<file path="src/rtl/program_loader_if.sv">
// ----------------------------------------------------------------------------
// program_loader_if
//   Valid/ready word stream between the host/UART bridge and the program
//   loader.
//
//   Signals
//     in_data   stream word, driven by the master
//     in_valid  in_data is valid, driven by the master
//     in_ready  the loader can take a word, driven by the slave
//   A word transfers on a rising clock edge where in_valid & in_ready.
//
//   Modports
//     master  host side   (drives in_data/in_valid)
//     slave   loader side (drives in_ready)
// ----------------------------------------------------------------------------
interface program_loader_if #(
    parameter int DATA_WIDTH = 16
);
    logic [DATA_WIDTH-1:0] in_data;
    logic                  in_valid;
    logic                  in_ready;

    modport master (output in_data, output in_valid, input in_ready);
    modport slave  (input in_data, input in_valid, output in_ready);
endinterface

</file>
<file path="src/rtl/program_loader.sv">
// ----------------------------------------------------------------------------
// program_loader
//   Boot stage for the 16-bit accumulator CPU.
//
//   The loader takes framed words from a valid/ready stream and turns them
//   into write strobes for the CPU instruction and data memories. It also
//   owns the CPU reset. The CPU stays in reset while memory is loaded. A RUN
//   word releases it, so the program counter starts at 0 on fresh memory.
//
//   Frame format
//     header word
//       bit15    target: 0 = instruction memory, 1 = data memory
//       bit14    must be 0
//       [12:8]   payload word count - 1
//       [4:0]    start address (data memory uses [3:0])
//     payload   count words. The address wraps modulo the memory depth.
//     16'hFFFF  RUN: release the CPU.
//     16'hFFFE  STOP: put the CPU back in reset. In HEADER state it does nothing.
//
//   Optional feature: LOADER_CHECKSUM_EN
//     When this macro is defined, each frame ends with one extra check word.
//     The check word must equal the XOR of the frame's payload; a mismatch
//     sets err. The frame's writes are not undone. A RUN word is refused
//     while err is set.
//
//   Ports
//     clk                 system clock, rising edge
//     reset               synchronous, active-high
//     stream              program_loader_if.slave (in_data/in_valid/in_ready)
//     instruction_input   instruction word to write
//     load_instr_address  instruction write address
//     load_instr          instruction write strobe, 1 cycle
//     data_input          data word to write
//     load_data_address   data write address
//     load_data           data write strobe, 1 cycle
//     cpu_reset           1 = CPU held in reset
//     running             1 while the CPU runs
//     err                 sticky error flag, cleared only by reset
// ----------------------------------------------------------------------------
module program_loader #(
    parameter int DATA_WIDTH  = 16,
    parameter int IADDR_WIDTH = 5,
    parameter int DADDR_WIDTH = 4
) (
    input  logic                   clk,
    input  logic                   reset,
    program_loader_if.slave        stream,
    output logic [DATA_WIDTH-1:0]  instruction_input,
    output logic [IADDR_WIDTH-1:0] load_instr_address,
    output logic                   load_instr,
    output logic [DATA_WIDTH-1:0]  data_input,
    output logic [DADDR_WIDTH-1:0] load_data_address,
    output logic                   load_data,
    output logic                   cpu_reset,
    output logic                   running,
    output logic                   err
);

    localparam logic [DATA_WIDTH-1:0] RUN_WORD  = '1;
    localparam logic [DATA_WIDTH-1:0] STOP_WORD = {{(DATA_WIDTH-1){1'b1}}, 1'b0};
    localparam int TGT_BIT = DATA_WIDTH - 1;
    localparam int RSV_BIT = DATA_WIDTH - 2;
    localparam int CNT_LSB = 8;

    typedef enum logic [1:0] {
        S_HEADER  = 2'd0,
        S_PAYLOAD = 2'd1,
        S_RUN     = 2'd2
`ifdef LOADER_CHECKSUM_EN
        , S_CHECK = 2'd3
`endif
    } state_t;

    state_t                  state, state_nxt;
    logic                    rdy_q;
    logic                    accept;
    logic [DATA_WIDTH-1:0]   word;
    logic                    is_run, is_stop, run_ok;
    logic                    tgt_data_q;
    logic [IADDR_WIDTH-1:0]  remain_q;   // payload words still to come, minus one
    logic [IADDR_WIDTH-1:0]  addr_q;     // next write address (data uses low bits)
    logic                    err_q;
`ifdef LOADER_CHECKSUM_EN
    logic [DATA_WIDTH-1:0]   xor_q;
`endif

    assign word    = stream.in_data;
    assign accept  = stream.in_valid & rdy_q;
    assign is_run  = (word == RUN_WORD);
    assign is_stop = (word == STOP_WORD);

`ifdef LOADER_CHECKSUM_EN
    assign run_ok = ~err_q;
`else
    assign run_ok = 1'b1;
`endif

    // State register
    always_ff @(posedge clk) begin
        if (reset) begin
            state <= S_HEADER;
        end else begin
            state <= state_nxt;
        end
    end

    // Next-state logic
    always_comb begin
        state_nxt = state;
        case (state)
            S_HEADER: begin
                if (accept) begin
                    if (is_run) begin
                        if (run_ok) state_nxt = S_RUN;
                    end else if (!is_stop && !word[RSV_BIT]) begin
                        state_nxt = S_PAYLOAD;
                    end
                end
            end
            S_PAYLOAD: begin
                if (accept && remain_q == '0) begin
`ifdef LOADER_CHECKSUM_EN
                    state_nxt = S_CHECK;
`else
                    state_nxt = S_HEADER;
`endif
                end
            end
`ifdef LOADER_CHECKSUM_EN
            S_CHECK: begin
                if (accept) state_nxt = S_HEADER;
            end
`endif
            S_RUN: begin
                if (accept && is_stop) state_nxt = S_HEADER;
            end
            default: state_nxt = S_HEADER;
        endcase
    end

    // State-decoded outputs. cpu_reset follows the state register, so it
    // rises on the same edge that leaves RUN.
    always_comb begin
        cpu_reset       = (state != S_RUN);
        running         = (state == S_RUN);
        stream.in_ready = rdy_q;
        err             = err_q;
    end

    // Frame bookkeeping and registered write ports. Each write strobe is high
    // for exactly the cycle after the word is accepted. The data and address
    // outputs keep their last value between writes.
    always_ff @(posedge clk) begin
        if (reset) begin
            rdy_q              <= 1'b0;
            err_q              <= 1'b0;
            tgt_data_q         <= 1'b0;
            remain_q           <= '0;
            addr_q             <= '0;
            load_instr         <= 1'b0;
            load_data          <= 1'b0;
            instruction_input  <= '0;
            load_instr_address <= '0;
            data_input         <= '0;
            load_data_address  <= '0;
`ifdef LOADER_CHECKSUM_EN
            xor_q              <= '0;
`endif
        end else begin
            rdy_q      <= 1'b1;
            load_instr <= 1'b0;
            load_data  <= 1'b0;
            if (accept) begin
                case (state)
                    S_HEADER: begin
                        if (!is_run && !is_stop) begin
                            if (word[RSV_BIT]) begin
                                err_q <= 1'b1;
                            end else begin
                                tgt_data_q <= word[TGT_BIT];
                                remain_q   <= word[CNT_LSB +: IADDR_WIDTH];
                                addr_q     <= word[IADDR_WIDTH-1:0];
`ifdef LOADER_CHECKSUM_EN
                                xor_q      <= '0;
`endif
                            end
                        end
                    end
                    S_PAYLOAD: begin
                        addr_q   <= addr_q + IADDR_WIDTH'(1);
                        remain_q <= remain_q - IADDR_WIDTH'(1);
`ifdef LOADER_CHECKSUM_EN
                        xor_q    <= xor_q ^ word;
`endif
                        if (tgt_data_q) begin
                            load_data         <= 1'b1;
                            data_input        <= word;
                            load_data_address <= addr_q[DADDR_WIDTH-1:0];
                        end else begin
                            load_instr         <= 1'b1;
                            instruction_input  <= word;
                            load_instr_address <= addr_q;
                        end
                    end
`ifdef LOADER_CHECKSUM_EN
                    S_CHECK: begin
                        if (word != xor_q) err_q <= 1'b1;
                    end
`endif
                    default: begin
                    end
                endcase
            end
        end
    end

endmodule

</file>
<file path="src/flat_wrapper.sv">
// flat-port wrapper written by rule: the top's interface ports become plain ports
module program_loader_flat 
#(
    parameter int DATA_WIDTH  = 16,
    parameter int IADDR_WIDTH = 5,
    parameter int DADDR_WIDTH = 4
)
  (clk, reset, instruction_input, load_instr_address, load_instr, data_input, load_data_address, load_data, cpu_reset, running, err, stream_in_data, stream_in_valid, stream_in_ready);
  program_loader_if #(.DATA_WIDTH(DATA_WIDTH)) stream_i ();
  input  logic clk;
  input  logic reset;
  output logic [DATA_WIDTH-1:0] instruction_input;
  output logic [IADDR_WIDTH-1:0] load_instr_address;
  output logic load_instr;
  output logic [DATA_WIDTH-1:0] data_input;
  output logic [DADDR_WIDTH-1:0] load_data_address;
  output logic load_data;
  output logic cpu_reset;
  output logic running;
  output logic err;
  input wire logic [$bits(stream_i.in_data)-1:0] stream_in_data;
  input wire logic [$bits(stream_i.in_valid)-1:0] stream_in_valid;
  output wire logic [$bits(stream_i.in_ready)-1:0] stream_in_ready;
  assign stream_i.in_data = stream_in_data;
  assign stream_i.in_valid = stream_in_valid;
  assign stream_in_ready = stream_i.in_ready;
  program_loader #(.DATA_WIDTH(DATA_WIDTH), .IADDR_WIDTH(IADDR_WIDTH), .DADDR_WIDTH(DADDR_WIDTH)) u_core (.clk(clk), .reset(reset), .stream(stream_i), .instruction_input(instruction_input), .load_instr_address(load_instr_address), .load_instr(load_instr), .data_input(data_input), .load_data_address(load_data_address), .load_data(load_data), .cpu_reset(cpu_reset), .running(running), .err(err));
endmodule
</file>
<file path="config.mk">
export PLATFORM = sky130hd
export DESIGN_NAME = program_loader_flat
export DESIGN_NICKNAME = d
export VERILOG_FILES = /design/src/rtl/program_loader_if.sv /design/src/rtl/program_loader.sv /design/src/flat_wrapper.sv
export SDC_FILE = /design/constraint.sdc
export NUM_CORES = 1
export LEC_CHECK = 0
export BUFFER_PORTS_ARGS = -buffer_cell sky130_fd_sc_hd__buf_2
export CAP_MARGIN = 20
export CORE_MARGIN = 4
export CORE_UTILIZATION = 45
export CTS_CLUSTER_SIZE = 28
export DETAILED_ROUTE_END_ITERATION = 8
export PLACE_DENSITY = 0.77
export SETUP_SLACK_MARGIN = 0.15
export SYNTH_ARGS = -nofsm -noshare
export SYNTH_HDL_FRONTEND = slang
export SYNTH_SLANG_ARGS = --single-unit
</file>
<file path="constraint.sdc">
create_clock -name clk -period 2 [get_ports clk]
set_input_delay 0.1 -clock clk [delete_from_list [all_inputs] [get_ports clk]]
set_output_delay 0.1 -clock clk [all_outputs]
set_load 0.02 [all_outputs]
</file>
-- Word-level counts from Yosys, hierarchy flattened
Cells that the tools add are included.
- bits in read-only memories: 0
- register bits after elaboration: 58
- output and inout port bits: 47
- RAM bits: 0
- word-level logic and storage cells: 62
- latch bits: 0
- memories kept: 0
- shift-type cells: 0
- mux-type cells: 15
- bitwise operators: 5
- add/sub/neg operators: 2
- $mul: 0
- equality and inequality tests: 11
- $lt $le $gt $ge: 0
- divide/modulo/power cells: 0
- reductions and logical operators: 17
- operators by type and width (operator ; number):
    $eq A16 B16 Y1 const B ; 2
    $mux W5 ; 4
    $pmux W5 S2 ; 2
    $reduce_and A4 Y1 ; 4
    $mux W2 ; 5
    $ne A2 B1 Y1 const B ; 4
    $pmux W2 S3 ; 1
    $reduce_and A3 Y1 ; 2
    $add A5 B1 Y5 const B ; 1
    $logic_not A5 Y1 ; 1
    $sub A5 B1 Y5 const B ; 1
    $logic_and A1 B1 Y1 ; 4
    $ne A2 B2 Y1 const B ; 2
    $not A1 Y1 ; 4
    $logic_not A1 Y1 ; 3
    $mux W1 ; 3
    $ne A3 B1 Y1 const B ; 1
    $reduce_or A3 Y1 ; 1
    $eq A2 B1 Y1 const B ; 1
    $eq A2 B2 Y1 const B ; 1
    $logic_not A2 Y1 ; 1
    $reduce_bool A2 Y1 ; 1
    $and A1 B1 Y1 ; 1

-- Logic depth before layout (Yosys ltp)
Gate-level depths: netlist of run 1.
- depth after elaboration: 7
- depth in mapped cells: 7

-- Worst setup path before layout of run 1
Ideal clock, no wire load.
- kind: register -> register
- from: register u_core.state[1]
- to: register u_core.state[0]
- library setup time: 116 ps
- arrival time: 1638 ps
- clock period less this slack: 1754 ps
- path buffers: 1
- cell stages (with the launch flop): 7
- path slack: 246 ps
- data required time: 1884 ps
- cell sequence: dfxtp_1 -> clkbuf_1 -> nor2b_1 -> inv_1 -> o211ai_1 -> nor4b_1 -> a31o_2
- word-level cells in the longest chain between the ends: 3
- elaborated cells between the ends (all ways): 9
- classes of those cells: eq/ne: 6; mux: 1; reduce/logical: 2
- ends and longest elaborated chain (item ; line ; source):
    start: declaration ; program_loader.sv:74 ; state_t state, state_nxt;
    start signal: assignment ; program_loader.sv:103 ; state <= state_nxt;
    $eq A2 B2 Y1 (*) ; -- ;
    net running ; flat_wrapper.sv:19 ; output logic running;
    $ne A2 B1 Y1 (no source line) ; -- ;
    $reduce_and A4 Y1 (no source line) ; -- ;
The timed path passes the listed nets; every way through them passes the cells marked *.
A chain may end at the register's enable or synchronous reset.

-- Worst setup path after layout of run 1
- from: register u_core.state[1]
- to: register u_core.data_input[10]
- word-level cells in the longest chain between the ends: 2
- ends and longest elaborated chain (item ; line ; source):
    $eq A2 B1 Y1 ; program_loader.sv:174 ; case (state)
    $reduce_and A3 Y1 (no source line) ; -- ;
    end signal: assignment ; program_loader.sv:197 ; data_input <= word;
    end: declaration ; program_loader.sv:51 ; output logic [DATA_WIDTH-1:0] data_input,
Every way passes these cells.

==> metrics.md, run 1 <==
| Metric | Value |
|---|---|
| Worst Path Buf+Inv | 0 |
| Setup crit end kind | register |
| Die Area | 6343 um^2 |
| Worst path depth | 4 |
| RSZ-0062 raised after global routing | no |
| R2r setup slk | 0.25 ns |
| Leak | 1.216 nW |
| Worst path arrival time | 1.96 ns |
| Clock buffer depth | 2 |
| Final wirelength | 6238 um |
| Most common library cell in the layout ignoring fill and taps | nand2_1 |
| VDD IR-drop max | 0.0004691 V |
| Commonest cells after routing, fill and taps aside | nand2_1 (90), buf_2 (65), dfxtp_1 (58) |
| Cell variety after synth | 32 |
| First-pass iteration count of the detailed router | 5 |
| Setup TNS | 0 ns |
| Row cnt | 25 |
| PnR Total Power | 0.002601 W |
| Max-Cap Viols | 0 |
| Async SR Flop Fraction | 0% |
| Worst Skew | 0.006730 ns |
| Fill cells | 450 |
| CTS root buffer | clkbuf_8 |
| Main synth FF type | dfxtp_1 |
| Reg2reg start | u_core.state[1]$_SDFFE_PP0P_ |
| Flops & latches, synth | 58 |
| Worst path required time | 2.21 ns |
| Crit path to | u_core.data_input[10]$_SDFFE_PP0P_ |
| R2R Path End | u_core.data_input[10]$_SDFFE_PP0P_ |
| H-tree lvl count | 3 |
| Switching Fraction | 22.86% |
| Die span in x | 79.64 um |
| CTS tree | yes |
| Cells after synthesis | 294 |
| Sw power | 0.0005946 W |
| Met3 GRT Util | 5.530% |
| Final Critical Period | 1.752 ns |
| Int Power | 0.002007 W |
| Max Fclk | 0.5709 GHz |
| Vias in the first global route | 2221 |
| Final Setup Violations | 0 |
| Clock transition at path regs | 0.07 ns |
| Diode count | 0 |
| Status | completed |
| Iteration-0 DRC Markers | 166 |
| GP Congestion | 0.8450 |
| Pwr dens | 875.7 nW/um^2 |
| Slew HR | 60.37% |
| Delay-heaviest family, CP | simple AND/OR/NAND/NOR gates |
| Crit path largest cell delay | 0.71 ns |
| Total gr overflow | 0 |
| Clock power frac | 47.7% |
| Die Height | 79.64 um |
| EDFF count, synth | 0 |
| Met2 global-route usage | 33.31% |
| I/O Buffers | 65 |
| Worst-Margin Slew | 0.5913 ns |
| Total track usage | 21.67% |
| Slowest stage cell, crit path | or3_2 |
| Mapped cell area | 2310 um^2 |
| Share of the yosys chip area belonging to registers | 50.27% |
| Via density per instance | 5.320 |
| Via count | 2309 |
| GRT Max-Usage Layer | met2 |
| Clk_lat worst skew | 0.34 ns |
| Syn avg cell area | 7.856 um^2 |
| Largest net degree at the start of global routing | 32 |
| Logic pwr share | 6.6% |
| Global-route wire length before repair | 10660 um |
| Starting density of the core | 47.64% |
| Routed Antenna Nets | 0 |
| Num CTS Buffers | 9 |
| Non-Filler Instances | 434 |
| Crit path cell chain | nand2b_1 > or3_2 > nand2_1 > a21oi_1 |
| Max Slew Vio Count | 0 |
| Grt met1 use | 27.02% |
| Core region area | 4848 um^2 |
| Sequential Power Share | 45.7% |
| Hold Crit Class | input pin to register |
| # DRC | 0 |
| Crit path kind | register to register |
| R2R cell count | 4 |
| Crit path max fanout | 21 |
| Clock sinks | 58 |
| Syn nets | 315 |
| Post-detailed-route wirelength per cell | 14.37 um |
| Share of post-route cells with drive strength above 1 | 26.98% |
| Nets | 383 |
| Final Hold Fails | 0 |
| YS warnings | 0 |
| Placed insts | 418 |
| Crit. Startpoint | u_core.state[1]$_SDFFE_PP0P_ |
| Final HPWL DP | 4376 um |
| Initial antenna violation count | 0 |
| Period utilisation layout | 87.59% |
| Syn-to-layout area delta | 28.60% |
| Io pins | 66 |
| Crit start category | register |
Yosys cell counts, types with 2 or more instances:
cell type	count	area, um^2
nor2_1	10	37.54
nand4_1	3	18.77
or3_1	2	12.51
nor2b_1	3	18.77
nand3_1	5	25.02
o211ai_1	4	30.03
ha_1	2	25.02
inv_1	5	18.77
nor3_1	7	35.03
a21oi_1	54	270.3
and2_1	4	25.02
a2bb2oi_1	2	17.52
nand2_1	90	337.8
buf_2	5	25.02
dfxtp_1	58	1161
nor4b_1	2	17.52
clkbuf_1	14	52.55
nor4bb_1	2	20.02
nor3b_1	2	15.01
o21ai_0	7	35.03
a31oi_1	2	12.51
sequential cells by signal, summed over array words and instances, names as in the netlist:
name,flops
u_core.load_instr_address,5
u_core.addr_q,5
u_core.instruction_input,16
u_core.load_instr,1
u_core.state,2
u_core.tgt_data_q,1
u_core.load_data,1
u_core.remain_q,5
u_core.err,1
u_core.stream.in_ready,1
u_core.load_data_address,4
u_core.data_input,16
power by group through the flow:
stage | Clock [W] | Combinational [W] | Sequential, W
floorplan | 0 | 0.0000893 | 0.00122
CTS | 0.00126 | 0.000169 | 0.00119
global placement | 0 | 0.000166 | 0.00121
detailed placement | 0 | 0.000168 | 0.00121
global route | 0.00131 | 0.000188 | 0.00119
finish | 0.00124 | 0.000171 | 0.00119
worst reg2reg max path: stages (launching register included):
cell and delay [ns]:
dfxtp_1 0.40, nand2b_1 0.29, or3_2 0.71, nand2_1 0.15
a21oi_1 0.07
through the flow:
step / hold slack [ns] / worst slack, ns / instance area [um^2] / utilization, %
after floorplan: 0.1751 / 0.2462 / 2310 / -
after global placement: 0.3667 / 0.2659 / 2734 / 56.39
after detailed placement: 0.3723 / 0.2463 / 2734 / 56.39
after CTS: 0.007470 / 0.2204 / 2963 / 61.11
after global routing: 0.01089 / 0.1606 / 2970 / 61.26
final: 0.01509 / 0.2482 / 2970 / 61.26
per-layer routing:
metal  vias to the layer above  wire length, um
met4                         0              186
met5                         -                0
li1                       1133                -
met2                        91             2853
met1                      1069             2717
met3                        16              480
cell type report:
| cell class | instances | area (um^2) | share of cell area, % |
|---|---|---|---|
| flip-flops and latches | 58 | 1161 | 39.09 |
| multi-input cells | 212 | 1070 | 36.02 |
| repair buffers | 76 | 407.9 | 13.73 |
| clock buffers | 12 | 155.1 | 5.223 |
| well taps | 67 | 83.83 | 2.822 |
| clock inverters | 4 | 73.82 | 2.485 |
| inverters | 5 | 18.77 | 0.6318 |
worst min path at each step:
stage	from	endpoint	slack [ns]	cells after the start
global route	stream_in_data[5]	u_core.data_input[5]$_SDFFE_PP0P_	0.01	3
detailed placement	stream_in_data[5]	u_core.data_input[5]$_SDFFE_PP0P_	0.37	3
finish	stream_in_data[5]	u_core.instruction_input[5]$_SDFFE_PP0P_	0.02	3
global placement	stream_in_data[5]	u_core.data_input[5]$_SDFFE_PP0P_	0.37	3
CTS	stream_in_data[5]	u_core.instruction_input[5]$_SDFFE_PP0P_	0.007	3
floorplan	reset	u_core.stream.in_ready$_DFF_P_	0.18	1
what timing repair did:
action / CTS / global route
endpoints found under the setup margin: 0 / 20
hold buffers: 0 / 0
gates resized for setup: 0 / 2
buffers inserted: 0 / 0
cells by family (layout without fill, tap and decap cells):
group	count (synthesis)	in the layout	share of synthesized area [%]
AOI/OAI and AO/OA	73	73	17.28
and+or+nand+nor	136	136	26.71
buffers and inverters	24	97	4.171
DFF	58	58	50.27
adders and majority gates	2	2	1.083
muxes	1	1	0.4875
No activity file was read; power rests on OpenSTA's default activity.
==> run 2: changes to the inputs <==
--- a/config.mk
+++ b/config.mk
@@ -5,13 +5,15 @@
 export SDC_FILE = /design/constraint.sdc
 export NUM_CORES = 1
 export LEC_CHECK = 0
-export BUFFER_PORTS_ARGS = -buffer_cell sky130_fd_sc_hd__buf_2
 export CAP_MARGIN = 20
+export CELL_PAD_IN_SITES_DETAIL_PLACEMENT = 1
+export CELL_PAD_IN_SITES_GLOBAL_PLACEMENT = 1
 export CORE_MARGIN = 4
-export CORE_UTILIZATION = 45
+export CORE_UTILIZATION = 44
 export CTS_CLUSTER_SIZE = 28
 export DETAILED_ROUTE_END_ITERATION = 8
-export PLACE_DENSITY = 0.77
+export DONT_BUFFER_PORTS = 1
+export PLACE_DENSITY = 0.83
 export SETUP_SLACK_MARGIN = 0.15
 export SYNTH_ARGS = -nofsm -noshare
 export SYNTH_HDL_FRONTEND = slang
==> run 2 against run 1 <==
- routed wire length up 22%
- clock skew is 0.0048 ns higher
- total power rose by 1.2%
- design area decreased by 4.8%
- final cell count shrank 11%
- die area grew 2.0%
- worst setup slack better by 0.032 ns
- global-route usage up 3.8 points
- first-iteration DRC count shrank 16%
- non-clock buffer count decreased by 50
- flip-flop and latch count stayed put
- sequential share of layout area increased by 2.0 points
==> metrics.md, run 2 (synthesis results as in run 1) <==
| Metric | Value |
|---|---|
| Status | completed |
| Setup crit end kind | register |
| Via density per instance | 5.625 (+5.7%) |
| Io pins | 66 (unchanged) |
| VDD IR-drop max | 0.0005015 V (+6.9%) |
| M1 WL | 3133 um (+15%) |
| Row cnt | 26 (+4.0%) |
| Worst hold slack | 0.02649 ns (+0.01139 ns) |
| Leak | 0.9560 nW (-21%) |
| Slowest stage cell, crit path | dfxtp_1 |
| # DRC | 0 (unchanged) |
| Worst path required time | 2.28 ns (+0.07 ns) |
| Starting density of the core | 45.22% (-2.4 points) |
| Crit path max fanout | 13 (-38%) |
| Die Height | 80.45 um (+1.0%) |
| Pwr dens | 930.5 nW/um^2 (+6.3%) |
| Post-detailed-route wirelength per cell | 19.65 um (+37%) |
| Clock sinks | 58 (unchanged) |
| Hold Crit Class | input pin to register |
| R2r setup slk | 0.28 ns (+0.03 ns) |
| Vias in the first global route | 2320 (+4.5%) |
| Worst hold path startpoint | stream_in_data[0] |
| Worst Skew | 0.01155 ns (+0.004823 ns) |
| Final Critical Period | 1.720 ns (-0.03183 ns) |
| Placed insts | 354 (-15%) |
| Switching Fraction | 22.40% (-0.46 points) |
| Met2 wire length | 3735 um (+31%) |
| Logic pwr share | 6.1% (-0.5 points) |
| Max-Cap Viols | 0 (unchanged) |
| Largest net degree at the start of global routing | 58 (+81%) |
| Setup TNS | 0 ns (unchanged) |
| Final Setup Violations | 0 (unchanged) |
| PnR Total Power | 0.002632 W (+1.2%) |
| First-pass iteration count of the detailed router | 4 (-1) |
| Final setup margin | 0.2801 ns (+0.03183 ns) |
| Commonest cells after routing, fill and taps aside | nand2_1 (90), dfxtp_1 (58), a21oi_1 (54) |
| R2R Path End | u_core.state[0]$_SDFFE_PP0P_ |
| Crit start category | register |
| Max Slew Vio Count | 0 (unchanged) |
| Die Area | 6472 um^2 (+2.0%) |
| Hold EP | u_core.state[1]$_SDFFE_PP0P_ |
| RSZ-0062 raised after global routing | no |
| Max Fclk | 0.5814 GHz (+1.9%) |
| Biggest regs | u_core.data_input: 16 flops, u_core.instruction_input: 16 flops |
| Clk_lat worst skew | 0.34 ns (about the same) |
| Setup Buffers After CTS | 0 (unchanged) |
| Clock power frac | 48.4% (+0.7 points) |
| Total gr overflow | 0 (unchanged) |
| Crit path largest cell delay | 0.54 ns (-0.17 ns) |
| Total track usage | 25.42% (+3.8 points) |
| Final HPWL DP | 4518 um (+3.3%) |
| Routed Antenna Nets | 0 (unchanged) |
| Crit path kind | register to register |
| Via count | 2177 (-5.7%) |
| Iteration-0 DRC Markers | 139 (-16%) |
| Initial antenna violation count | 0 (unchanged) |
| Worst-Margin Slew | 0.5839 ns (-0.007441 ns) |
| Worst Path Buf+Inv | 1 (+1) |
| Final Hold Fails | 0 (unchanged) |
| Die span in x | 80.45 um (+1.0%) |
| Global-route wire length before repair | 12160 um (+14%) |
| Num CTS Buffers | 9 (unchanged) |
| Worst path arrival time | 2.00 ns (+0.04 ns) |
| Met3 WL | 544 um (+13%) |
| Non-Filler Instances | 387 (-11%) |
| Syn-to-layout area delta | 22.48% |
| CTS tree | yes |
| Period utilisation layout | 86.00% (-1.6 points) |
| Delay-heaviest family, CP | simple AND/OR/NAND/NOR gates |
| Final wirelength | 7606 um (+22%) |
| Reg2reg start | u_core.state[1]$_SDFFE_PP0P_ |
| Slew HR | 60.86% (+0.50 points) |
| H-tree lvl count | 3 (unchanged) |
| Most common library cell in the layout ignoring fill and taps | nand2_1 |
| Sw power | 0.0005897 W (-0.83%) |
| CTS root buffer | clkbuf_8 |
| Clock transition at path regs | 0.06 ns (about the same) |
| Int Power | 0.002043 W (+1.8%) |
| GP Congestion | 0.7641 (-9.6%) |
| Share of post-route cells with drive strength above 1 | 11.04% (-16 points) |
| Sequential Power Share | 45.5% (-0.2 points) |
| Clock buffer depth | 2 (unchanged) |
| Nets | 333 (-13%) |
| Min-Delay Path Depth | 2 (-1) |
| DR top layer | met4 |
| Crit path cell chain | nand2b_2 > buf_4 > o211ai_1 > nor4b_1 > a31o_2 |
| Dpl ws | 0.1093 ns (-0.1371 ns) |
| I/O Buffers | 0 (-100%) |
| R2R cell count | 5 (+1) |
| Crit. Startpoint | u_core.state[1]$_SDFFE_PP0P_ |
| Diode count | 0 (unchanged) |
| Core region area | 5107 um^2 (+5.3%) |
run 2: what timing repair did:
item                       4_1_cts  5_1_grt
pin swaps                        0        0
gates resized for setup          1        3
hold buffers                    17        0
hold endpoints to repair        58        0
setup endpoints to repair       17       26
run 2: power groups by stage:
| stage | clock network (W) | registers, W | logic (W) |
|---|---|---|---|
| 6_report | 0.00127 | 0.00120 | 0.000160 |
| 5_1_grt | 0.00135 | 0.00120 | 0.000175 |
| 4_1_cts | 0.00129 | 0.00120 | 0.000155 |
| 3_5_place_dp | 0 | 0.00122 | 0.0000960 |
| 3_3_place_gp | 0 | 0.00122 | 0.0000931 |
| 2_1_floorplan | 0 | 0.00122 | 0.0000893 |
run 2: worst register-to-register path, stage by stage (launching register included):
cell      delay (ns)
dfxtp_1         0.54
nand2b_2        0.31
buf_4           0.23
o211ai_1        0.14
nor4b_1         0.30
a31o_2          0.14
run 2: how the worst max path moves through the flow:
stage | depth (start not counted) | end | slack, ns
after global routing | 5 | u_core.state[0]$_SDFFE_PP0P_ | 0.16
after detailed placement | 4 | u_core.data_input[15]$_SDFFE_PP0P_ | 0.11
after global placement | 4 | u_core.data_input[0]$_SDFFE_PP0P_ | 0.21
after floorplan | 6 | u_core.state[0]$_SDFFE_PP0P_ | 0.25
final | 5 | u_core.state[0]$_SDFFE_PP0P_ | 0.28
after CTS | 4 | u_core.data_input[15]$_SDFFE_PP0P_ | 0.17
run 2: metrics by stage:
step	utilization, %	area (um^2)
after floorplan	-	2310
after global placement	46.94	2397
after detailed placement	46.94	2397
after CTS	55.14	2816
after global routing	55.39	2829
final	55.39	2829
run 2: layer usage:
metal  vias to the layer above  GRT usage [%]
li1                       1035              -
met1                      1057          29.89
met2                        68          41.64
met3                        17          7.623
met4                         0          13.01
met5                         -              0
run 2: cell type report:
| class | instances | area [um^2] |
|---|---|---|
| clock buffers | 12 | 165.2 |
| clock inverters | 4 | 72.57 |
| fillers | 631 | 2278 |
| inverters | 5 | 18.77 |
| multi-input cells | 212 | 1076 |
| flip-flops and latches | 58 | 1161 |
| well taps | 70 | 87.58 |
| repair buffers | 26 | 247.7 |
==> run 3: changes to the inputs <==
--- a/config.mk
+++ b/config.mk
@@ -13,6 +13,7 @@
 export CTS_CLUSTER_SIZE = 28
 export DETAILED_ROUTE_END_ITERATION = 8
 export DONT_BUFFER_PORTS = 1
+export GPL_TIMING_DRIVEN = 0
 export PLACE_DENSITY = 0.83
 export SETUP_SLACK_MARGIN = 0.15
 export SYNTH_ARGS = -nofsm -noshare
==> run 3 against run 2 <==
- clock-buffer cell count is 2 lower
- core utilization is 0.073 points higher
- flip-flop and latch count stayed put
- final cell count is 2.6% higher
- hold slack hardly changed
- design area is 0.13% higher
- non-clock buffer count is 10 higher
- largest cell class unchanged
==> metrics.md, run 3 (synthesis results as in run 1) <==
| Metric | Value |
|---|---|
| Status | completed |
| Clk_lat worst skew | 0.34 ns (about the same) |
| Delay-heaviest family, CP | buffers and inverters |
| Crit start category | register |
| Max Slew Vio Count | 0 (unchanged) |
| Final setup margin | 0.2062 ns (-0.07385 ns) |
| First-pass iteration count of the detailed router | 4 (unchanged) |
| Dpl ws | -0.03412 ns (-0.1434 ns) |
| Io pins | 66 (unchanged) |
| Hold Crit Class | input pin to register |
| Most common library cell in the layout ignoring fill and taps | nand2_1 |
| I/O Buffers | 0 (unchanged) |
| Setup TNS | 0 ns (unchanged) |
| Worst path required time | 2.26 ns (-0.02 ns) |
| Crit path cell chain | clkbuf_2 > nand2b_1 > clkbuf_4 > nor3_1 > buf_4 > nand2_1 > a21oi_1 |
| Final HPWL DP | 5180 um (+15%) |
| Worst Skew | 0.007700 ns (-0.003853 ns) |
| Via density per instance | 5.723 (+1.7%) |
| Final wirelength | 8058 um (+5.9%) |
| Total gr overflow | 0 (unchanged) |
| Leak | 0.9459 nW (-1.1%) |
| Starting density of the core | 45.22% (unchanged) |
| Via count | 2272 (+4.4%) |
| Initial antenna violation count | 0 (unchanged) |
| Die span in x | 80.45 um (unchanged) |
| Switching Fraction | 25.45% (+3.1 points) |
| Share of post-route cells with drive strength above 1 | 11.62% (+0.58 points) |
| Max-Cap Viols | 0 (unchanged) |
| Biggest regs | u_core.data_input: 16 flops, u_core.instruction_input: 16 flops |
| Largest net degree at the start of global routing | 12 (-79%) |
| Final Hold Fails | 0 (unchanged) |
| CTS tree | yes |
| Syn-to-layout area delta | 22.64% |
| Clock sinks | 58 (unchanged) |
| Iteration-0 DRC Markers | 104 (-25%) |
| # DRC | 0 (unchanged) |
| Clock transition at path regs | 0.07 ns (about the same) |
| GP Congestion | 0.8175 (+7.0%) |
| Die Area | 6472 um^2 (unchanged) |
| Int Power | 0.001850 W (-9.4%) |
| Num CTS Buffers | 9 (unchanged) |
| Logic pwr share | 6.9% (+0.8 points) |
| Total track usage | 26.76% (+1.3 points) |
| Core region area | 5107 um^2 (unchanged) |
| Vias in the first global route | 2451 (+5.6%) |
| Clock buffer depth | 2 (unchanged) |
| Sw power | 0.0006318 W (+7.1%) |
| PnR Total Power | 0.002482 W (-5.7%) |
| Slowest stage cell, crit path | dfxtp_1 |
| Period utilisation layout | 89.69% (+3.7 points) |
| Post-DP Area | 2397 um^2 (unchanged) |
| Slew HR | 57.46% (-3.4 points) |
| Post-layout util | 55.46% (+0.073 points) |
| Diode count | 0 (unchanged) |
| Crit path kind | register to register |
| Die Height | 80.45 um (unchanged) |
| Crit path largest cell delay | 0.31 ns (-0.23 ns) |
| Post-detailed-route wirelength per cell | 20.30 um (+3.3%) |
| Final Setup Violations | 0 (unchanged) |
| Final Critical Period | 1.794 ns (+0.07385 ns) |
| CTS root buffer | clkbuf_8 |
| Worst path arrival time | 2.06 ns (+0.06 ns) |
| H-tree lvl count | 3 (unchanged) |
| Row cnt | 26 (unchanged) |
| Sequential Power Share | 48.3% (+2.8 points) |
| Worst-Margin Slew | 0.6381 ns (+0.05420 ns) |
| Setup crit end kind | register |
| Crit path max fanout | 10 (-3) |
| Global-route wire length before repair | 12880 um (+5.8%) |
| Final Cell Area | 2833 um^2 (+0.13%) |
| Commonest cells after routing, fill and taps aside | nand2_1 (88), dfxtp_1 (58), a21oi_1 (54) |
| RSZ-0062 raised after global routing | yes |
| VDD IR-drop max | 0.0005293 V (+5.5%) |
| Pwr dens | 876.2 nW/um^2 (-5.8%) |
| Clock power frac | 44.8% (-3.6 points) |
| Routed Antenna Nets | 0 (unchanged) |
| Max Fclk | 0.5575 GHz (-4.1%) |
| Nets | 343 (+3.0%) |
| Worst Path Buf+Inv | 3 (+2) |
[run 3: changes by cell type in the layout (fill, tap and decap cells not counted), sizes merged]
cell         change
clkinv           +1
clkinvlp         +2
dlygate4sd3      +1
bufinv           -1
buf              -6
clkbuf          +13
[run 3: power by group through the flow]
stage               logic (W)  clock network, W  registers, W
global route         0.000186           0.00118       0.00120
finish               0.000171           0.00111       0.00120
CTS                  0.000161           0.00112       0.00120
floorplan           0.0000893                 0       0.00122
detailed placement   0.000122                 0       0.00122
global placement     0.000117                 0       0.00122
[run 3: layer usage]
metal	wire, um	vias to the layer above	global-route usage (%)	share of wire [%]
li1	-	1053	-	-
met1	3183	1113	31.36	40
met2	4016	91	45.53	50
met3	698	15	7.960	8.7
met4	159	0	10.64	2.0
met5	0	-	0	0
[run 3: per-stage QoR]
stage / hold slack [ns] / instances
2_1_floorplan: 0.1751 / 294
3_3_place_gp: 0.1811 / 364
3_5_place_dp: 0.1884 / 364
4_1_cts: 0.005029 / 397
5_1_grt: 0.01759 / 397
6_report: 0.02633 / 397
[run 3: what timing repair did]
item                                    CTS  global route
resized for setup                         6            24
endpoints found under the hold margin    38             0
hold buffers                             17             0
endpoints found under the setup margin   37            48
setup buffers                             0             0
cloned                                    0             0
[run 3: path summary, 6_finish.rpt]
kind / from / to / slack [ns] / depth (start not counted)
max reg2reg: u_core.state[1]$_SDFFE_PP0P_ / u_core.data_input[5]$_SDFFE_PP0P_ / 0.21 / 7
max: u_core.state[1]$_SDFFE_PP0P_ / u_core.data_input[5]$_SDFFE_PP0P_ / 0.21 / 7
min: stream_in_data[0] / u_core.state[1]$_SDFFE_PP0P_ / 0.03 / 2
min reg2reg: u_core.addr_q[4]$_SDFFE_PP0P_ / u_core.load_instr_address[4]$_SDFFE_PP0P_ / 0.48 / 2
[run 3: area by class of cell]
type                            instances  area [um^2]
Sequential cell                        58         1161
Timing Repair Buffer                   17        170.2
Multi-Input combinational cell        212         1086
Buffer                                 19        105.1
Fill cell                             653         2275
Inverter                                5        18.77
Tap cell                               70        87.58
Clock inverter                          6        66.31
Clock buffer                           10        137.6
